## config.mk

```make
export PLATFORM = sky130hd
export DESIGN_NAME = vga_timing_gen
export DESIGN_NICKNAME = d
export VERILOG_FILES = /design/src/rtl/vga_timing_gen.sv
export SDC_FILE = /design/constraint.sdc
export NUM_CORES = 1
export LEC_CHECK = 0
export ABC_AREA = 1
export CAP_MARGIN = 20
export CORE_MARGIN = 4
export CORE_UTILIZATION = 45
export CTS_CLUSTER_SIZE = 24
export DETAILED_ROUTE_END_ITERATION = 6
export PLACE_DENSITY_LB_ADDON = 0.05
export SETUP_SLACK_MARGIN = 0.15
export SYNTH_ARGS = -nofsm -noshare
export SYNTH_HDL_FRONTEND = slang
export SYNTH_SLANG_ARGS = --single-unit
```

## constraint.sdc

```tcl
create_clock -name clk_vga -period 2.5 [get_ports clk_vga]
set_input_delay 0.5 -clock clk_vga [delete_from_list [all_inputs] [get_ports clk_vga]]
set_output_delay 0.5 -clock clk_vga [all_outputs]
set_load 0.03 [all_outputs]
```

## src/rtl/vga_timing_gen.sv

```systemverilog
// vga_timing_gen: parametrised VGA sync/de/coordinate generator; define VGA_TIMING_FRAME_CNT_EN to add the frame_cnt output
module vga_timing_gen #(
  parameter int   H_VISIBLE = 640,
  parameter int   H_FP      = 16,
  parameter int   H_SYNC    = 64,
  parameter int   H_BP      = 80,
  parameter int   V_VISIBLE = 480,
  parameter int   V_FP      = 3,
  parameter int   V_SYNC    = 4,
  parameter int   V_BP      = 13,
  parameter logic HS_POL    = 1'b0,
  parameter logic VS_POL    = 1'b0,
  parameter int   CW        = 11
) (
  input  logic          clk_vga,
  input  logic          rst_n,
  input  logic          ce,
  output logic          hs,
  output logic          vs,
  output logic          de,
  output logic [CW-1:0] x,
  output logic [CW-1:0] y,
  output logic          line_start,
`ifdef VGA_TIMING_FRAME_CNT_EN
  output logic          frame_start,
  output logic [15:0]   frame_cnt
`else
  output logic          frame_start
`endif
);
  localparam int H_TOTAL = H_SYNC + H_BP + H_VISIBLE + H_FP;
  localparam int V_TOTAL = V_SYNC + V_BP + V_VISIBLE + V_FP;
  localparam int HA = H_SYNC + H_BP;
  localparam int HE = HA + H_VISIBLE;
  localparam int VA = V_SYNC + V_BP;
  localparam int VE = VA + V_VISIBLE;
  logic [CW-1:0] hc, vc, hc_n, vc_n;
  logic h_wrap, h_vis_n, v_vis_n, de_n, first_n;
  // next counter value and its decode; outputs are loaded from this so they track the counters
  always_comb begin
    h_wrap  = hc == CW'(H_TOTAL - 1);
    hc_n    = h_wrap ? '0 : hc + 1'b1;
    vc_n    = h_wrap ? ((vc == CW'(V_TOTAL - 1)) ? '0 : vc + 1'b1) : vc;
    h_vis_n = 32'(hc_n) >= HA && 32'(hc_n) < HE;
    v_vis_n = 32'(vc_n) >= VA && 32'(vc_n) < VE;
    de_n    = h_vis_n && v_vis_n;
    first_n = hc_n == '0;
  end
  // counters and registered outputs advance together on pixel-enable edges
  always_ff @(posedge clk_vga or negedge rst_n) begin
    if (!rst_n) begin
      hc          <= '0;
      vc          <= '0;
      hs          <= HS_POL;
      vs          <= VS_POL;
      de          <= 1'b0;
      x           <= '0;
      y           <= '0;
      line_start  <= 1'b0;
      frame_start <= 1'b0;
    end else if (ce) begin
      hc          <= hc_n;
      vc          <= vc_n;
      hs          <= (32'(hc_n) < H_SYNC) ? HS_POL : !HS_POL;
      vs          <= (32'(vc_n) < V_SYNC) ? VS_POL : !VS_POL;
      de          <= de_n;
      x           <= de_n ? hc_n - CW'(HA) : '0;
      y           <= v_vis_n ? vc_n - CW'(VA) : '0;
      line_start  <= first_n;
      frame_start <= first_n && vc_n == '0;
    end
  end
`ifdef VGA_TIMING_FRAME_CNT_EN
  // counts frame_start rising into the held pixel; wraps naturally at 16 bits
  always_ff @(posedge clk_vga or negedge rst_n) begin
    if (!rst_n) frame_cnt <= '0;
    else if (ce && first_n && vc_n == '0) frame_cnt <= frame_cnt + 16'd1;
  end
`endif
endmodule

```

==> flow_summary.toml, run 1 <==
[clock_tree]
cts.sinks = 49
cts_htree_levels = 2
tritoncts = "yes"
clk_pin_slew_ns = 0.09
cts_root_buf = "clkbuf_8"
cts_hold_buf = 0
cts-buffers-inserted = 5
cts_buffer_depth = 2
clock_latency_ns = 0.30

[route]
vias = 3152
first_iter_violations = 127
drtPass1Iterations = 6
wl_per_cell_um = 14.16
drc = 0
via_per_inst = 5.315
ant_nets = 0
wirelength_um = 8399

[final_layout]
n_antenna_cell = 0
multiInputGateArea_um2 = 1868
utilization_pct = 64.25
register_area_um2 = 1231
syn_to_final_growth_pct = 35.02
final_area_um2 = 4173
drive_gt1_share_pct = 24.42
layout.cells.non_filler = 593
fill_cells = 553
finalNetCount = 525

[place]
placed_area_um2 = 3677
io_buffers = 29
numPlacedInstances = 568
gp_congestion = 0.9104
post-dp-hpwl_um = 6039

[critical_path]
r2r_setup_slack_ns = 0.11
cp_cell_sequence = "ha_4 > nand2_4 > nor2_8 > inv_4 > nor2_4 > buf_6 > nand2_2 > nand2_4 > nand2_1 > nor2_1 > nand2_1 > nor2_2 > nor2_4 > nor2_4 > buf_6 > buf_12 > nand4_1 > nand2_1"
rr_worst_depth = 18
crit_required_ns = 2.74
worstSetupStartpointType = "flip-flop"
worst_path_max_delay_cell = "dfrtp_1"
endpoint_kind = "flip-flop"
worst_path_largest_cell_delay_ns = 0.40
critical_path_class = "flip-flop to flip-flop"
critical_path_arrival_ns = 2.62
critPathMaxFanout = 7

[floorplanning]
dieArea_um2 = 8257
boundaryPins = 30
start_util_pct = 47.58
core_area_um2 = 6495
fp.dieH_um = 90.87
fp.dieW_um = 90.87
num_rows = 29

[sta]
max_freq_mhz = 418.6
max_slew_margin_pct = 57.87
hold_viol = 0
grt_setup_unrepaired = "true"
fin_crit_sh_pct = 95.55
tightestPinTransition_ns = 0.6320
setup-violations-final = 0
skew_ns = 0.006634
slew_violations = 0
fin_crit_ns = 2.389

[logic_synthesis]
synth_cell_types = 28
syn-num-nets = 450
syn_inst = 440
syn_area_um2 = 3090
syn_area_per_cell_um2 = 7.024
ys_ff_latch = 49
seq_area_frac_synth_pct = 39.68
yosys_warnings = 0

[global_routing]
grt_remaining_overflow = 0
grt_usage_pct = 21.10
grt_pass1_wl_um = 14160
grt_pass1_vias = 2988
grt_max_degree = 50
antenna_found_initial = 0

[power_and_ir_drop]
peakVddDrop_mv = 0.5457
p_leak_nw = 2.005
pwr_density_cell_nw_per_um2 = 827.2
finalPower_w = 0.003452

[run_status]
status = "complete, no violations"

[min_path]
hp-class = "primary input to asynchronous set/reset pin"

[run]
maxCapViolCount = 0
-- cells in the mapped netlist (all sizes together) --
cell,count,area (um^2)
nand2,148,570.6
xnor2,2,17.52
nand4,19,118.9
dfrtp,49,1226
nand3b,2,15.01
a21oi,6,30.03
a31oi,3,18.77
o21bai,1,7.510
xor2,5,43.79
buf,4,32.53
o21ai,43,215.2
o21a,1,7.510
nor2,42,198.9
nand3,39,227.7
o31ai,1,7.510
inv,52,195.2
nor3,8,40.04
clkbuf,8,30.03
ha,7,87.58
-- layout by cell type (no fill, tap or decap), drive strengths merged, types with 5 or more instances in the layout --
cell type	count
dfrtp	49
o21ai	43
clkdlybuf4s50	28
a21oi	6
clkbuf	7
nor2	42
xor2	5
nand2	148
nand3	39
buf	52
inv	52
nor3	8
nand4	19
ha	7
-- cell type report --
type,count,area share (%)
tap,77,2.309
timing repair buffer,80,16.67
sequential,49,29.51
clock buffer,7,1.829
inverter,52,4.738
multi-input combinational,327,44.77
clock inverter,1,0.1799
-- sequential cells by signal, indices dropped and copies added (netlist names) --
| signal | flops |
|---|---|
| hc | 11 |
| vc | 11 |
| x | 11 |
| y | 11 |
| de | 1 |
| frame_start | 1 |
| hs | 1 |
| line_start | 1 |
| vs | 1 |
-- critical path, delay by kind of cell, from the launching register on --
kind | cells | cell delay (ns)
adders and majority gates | 1 | 0.16
buffers and inverters | 4 | 0.47
DFF | 1 | 0.40
and+or+nand+nor | 13 | 1.30
-- power by group --
group          internal (W)  switching (W)  total (W)
registers          0.000996       0.000165    0.00116
clock network      0.000198       0.000256   0.000455
logic              0.000753        0.00108    0.00184
-- worst paths after layout --
check                           start    endpoint
setup / recovery                hc[0]        x[4]
hold / removal                  rst_n       vc[4]
setup reg to reg                hc[0]        x[4]
hold reg to reg            line_start  line_start
max in group asynchronous       rst_n       hc[7]
min in group clk_vga       line_start  line_start
-- metrics by stage --
step	setup WS, ns	setup TNS [ns]	hold WS [ns]
floorplan	0.2443	0	0.2044
global placement	0.03337	0	0.4637
detailed placement	-0.02334	-0.02334	0.4648
CTS	0.1522	0	0.3094
global route	-0.07173	-0.4834	0.3430
finish	0.1112	0	0.2978
-- metal layers --
layer  part of all wire [%]  vias to the layer above  global-route usage, %
met1                     43                     1488                  27.06
li1                       -                     1570                      -
met2                     51                       73                  36.07
met3                    3.4                       21                  2.750
met4                    2.9                        0                  8.166
met5                      0                        -                      0
-- what timing repair did --
action	CTS	global route
resized for setup	17	56
pin swaps	8	29
buffers inserted	11	6
endpoints found under the setup margin	22	23
-- cell families (layout without fill, tap and decap cells) --
kind of cell    count (synthesis)  in the layout  synth area share [%]
simple gates                  258            258                 37.89
flops                          49             49                 39.68
xor+xnor                        7              7                 1.984
buf+inv                        64            140                 8.340
fa+ha+maj                       7              7                 2.834
compound gates                 55             55                 9.271
No activity file was read; power rests on OpenSTA's default activity.
==> inputs of run 2 (changes only) <==
--- a/config.mk
+++ b/config.mk
@@ -11,6 +11,7 @@
 export CORE_UTILIZATION = 45
 export CTS_CLUSTER_SIZE = 24
 export DETAILED_ROUTE_END_ITERATION = 6
+export DONT_BUFFER_PORTS = 1
 export PLACE_DENSITY_LB_ADDON = 0.05
 export SETUP_SLACK_MARGIN = 0.15
 export SYNTH_ARGS = -nofsm -noshare
==> flow_summary.toml, run 2 (synthesis gave the netlist of run 1 again) <==
[clock_tree]
cts_root_buf = "clkbuf_8"
clock_latency_ns = 0.31
tritoncts = "yes"
cts.sinks = 49
cts-buffers-inserted = 5
cts_htree_levels = 2
clk_pin_slew_ns = 0.10
cts_buffer_depth = 2

[route]
vias = 3143
first_iter_violations = 138
drtPass1Iterations = 5
via_per_inst = 5.438
ant_nets = 0
drc = 0
wl_per_cell_um = 15.23
wirelength_um = 8805

[sta]
slew_violations = 0
grt_setup_unrepaired = "true"
fin_crit_sh_pct = 94.93
setup-violations-final = 0
worst_hold_slack_ns = 0.03150
max_slew_margin_pct = 63.32
skew_ns = 0.008083
max_freq_mhz = 421.4
fin_crit_ns = 2.373
fin_tns_setup_ns = 0
hold_viol = 0
tightestPinTransition_ns = 0.5494

[critical_path]
worstSetupStartpointType = "flip-flop"
endpoint_kind = "flip-flop"
critPathMaxFanout = 7
critical_path_arrival_ns = 2.63
critical_path_class = "flip-flop to flip-flop"
rr_worst_depth = 17
crit_required_ns = 2.75

[final_layout]
finalNetCount = 510
final_common_cell = "nand2_1"
utilization_pct = 62.42
register_area_um2 = 1227
fill_cells = 574
drive_gt1_share_pct = 28.34
n_antenna_cell = 0
layout.cells.non_filler = 578
multiInputGateArea_um2 = 1849
syn_to_final_growth_pct = 31.17
layout_common_cells = "nand2_1, buf_4, dfrtp_1"
final_area_um2 = 4054

[run_status]
status = "complete, no violations"

[floorplanning]
dieArea_um2 = 8257
num_rows = 29
fp.dieH_um = 90.87
core_area_um2 = 6495
start_util_pct = 47.58
fp.dieW_um = 90.87
boundaryPins = 30

[power_and_ir_drop]
p_leak_nw = 1.996
switching_share_pct = 44.73
combPwrFrac_pct = 39.8
pwr_density_cell_nw_per_um2 = 826.2
pwr-share-seq_pct = 42.5
peakVddDrop_mv = 0.5431
p_switching_w = 0.001498
p_int_w = 0.001851
clkPwrFrac_pct = 17.7

[global_routing]
grt_pass1_vias = 3063
antenna_found_initial = 0
grt_usage_pct = 21.61
grt_max_degree = 50
grt_pass1_wl_um = 14540
grt_remaining_overflow = 0

[min_path]
hp-class = "primary input to asynchronous set/reset pin"

[place]
io_buffers = 0
placed_area_um2 = 3452
post-dp-hpwl_um = 6066
gp_congestion = 1.011
numPlacedInstances = 547

[run]
maxCapViolCount = 0
run 2: changes by cell type in the layout (fill, tap and decap cells not counted), sizes merged:
cell	delta
clkdlybuf4s50	-28
bufinv	+1
clkinv	+1
clkinvlp	-1
inv	+1
buf	+13
clkbuf	-2
run 2: power groups by stage:
stage	combinational, W	clock, W	sequential [W]
2_1_floorplan	0.000736	0	0.00140
3_5_place_dp	0.00108	0	0.00144
6_report	0.00133	0.000593	0.00142
3_3_place_gp	0.00107	0	0.00143
4_1_cts	0.00120	0.000606	0.00142
5_1_grt	0.00150	0.000647	0.00145
run 2: worst paths after layout:
kind | from | end | slack [ns]
max | hc[1] | x[6] | 0.13
min | rst_n | y[3] | 0.03
max reg2reg | hc[1] | x[6] | 0.13
min reg2reg | hc[10] | hc[10] | 0.56
max in group asynchronous | rst_n | hc[5] | 2.23
min in group clk_vga | ce | hc[2] | 0.27
run 2: through the flow:
step,setup WS [ns],total power [W]
2_1_floorplan,0.2443,0.002135
3_3_place_gp,0.01874,0.002507
3_5_place_dp,-0.08706,0.002513
4_1_cts,0.1505,0.003226
5_1_grt,-0.02409,0.003592
6_report,0.1268,0.003349
run 2: what timing repair did:
action | 4_1_cts | 5_1_grt
cloned | 1 | 0
resized for setup | 15 | 60
pin swaps | 13 | 31
endpoints found under the hold margin | 49 | 0
hold buffers | 1 | 0
endpoints found under the setup margin | 23 | 24
setup buffers | 14 | 7
run 2: worst max-delay path: stages (launching register included):
cell	delay, ns
dfrtp_1	0.37
ha_2	0.21
nand2_4	0.07
nor2_8	0.16
inv_4	0.05
nor2_4	0.14
buf_12	0.15
nand3_2	0.14
nand2_2	0.14
nor2_4	0.06
nand2_2	0.08
nand2_2	0.07
nand3_2	0.08
nor2_2	0.05
nor2_4	0.21
buf_6	0.16
nand4_1	0.10
nand2_1	0.08
run 2: area by class of cell:
cell class	count	share of cell area [%]
Tap cell	77	2.377
Sequential cell	49	30.28
Multi-Input combinational cell	327	45.62
Inverter	52	4.938
Clock inverter	3	1.080
Clock buffer	5	1.698
Timing Repair Buffer	65	14.01
run 2: layer usage:
metal | vias up | GRT usage (%) | routed length (um)
li1 | 1557 | - | -
met1 | 1492 | 26.98 | 3838
met5 | - | 0 | 0
met2 | 74 | 36.94 | 4470
met4 | 0 | 8.543 | 201
met3 | 20 | 3.833 | 294
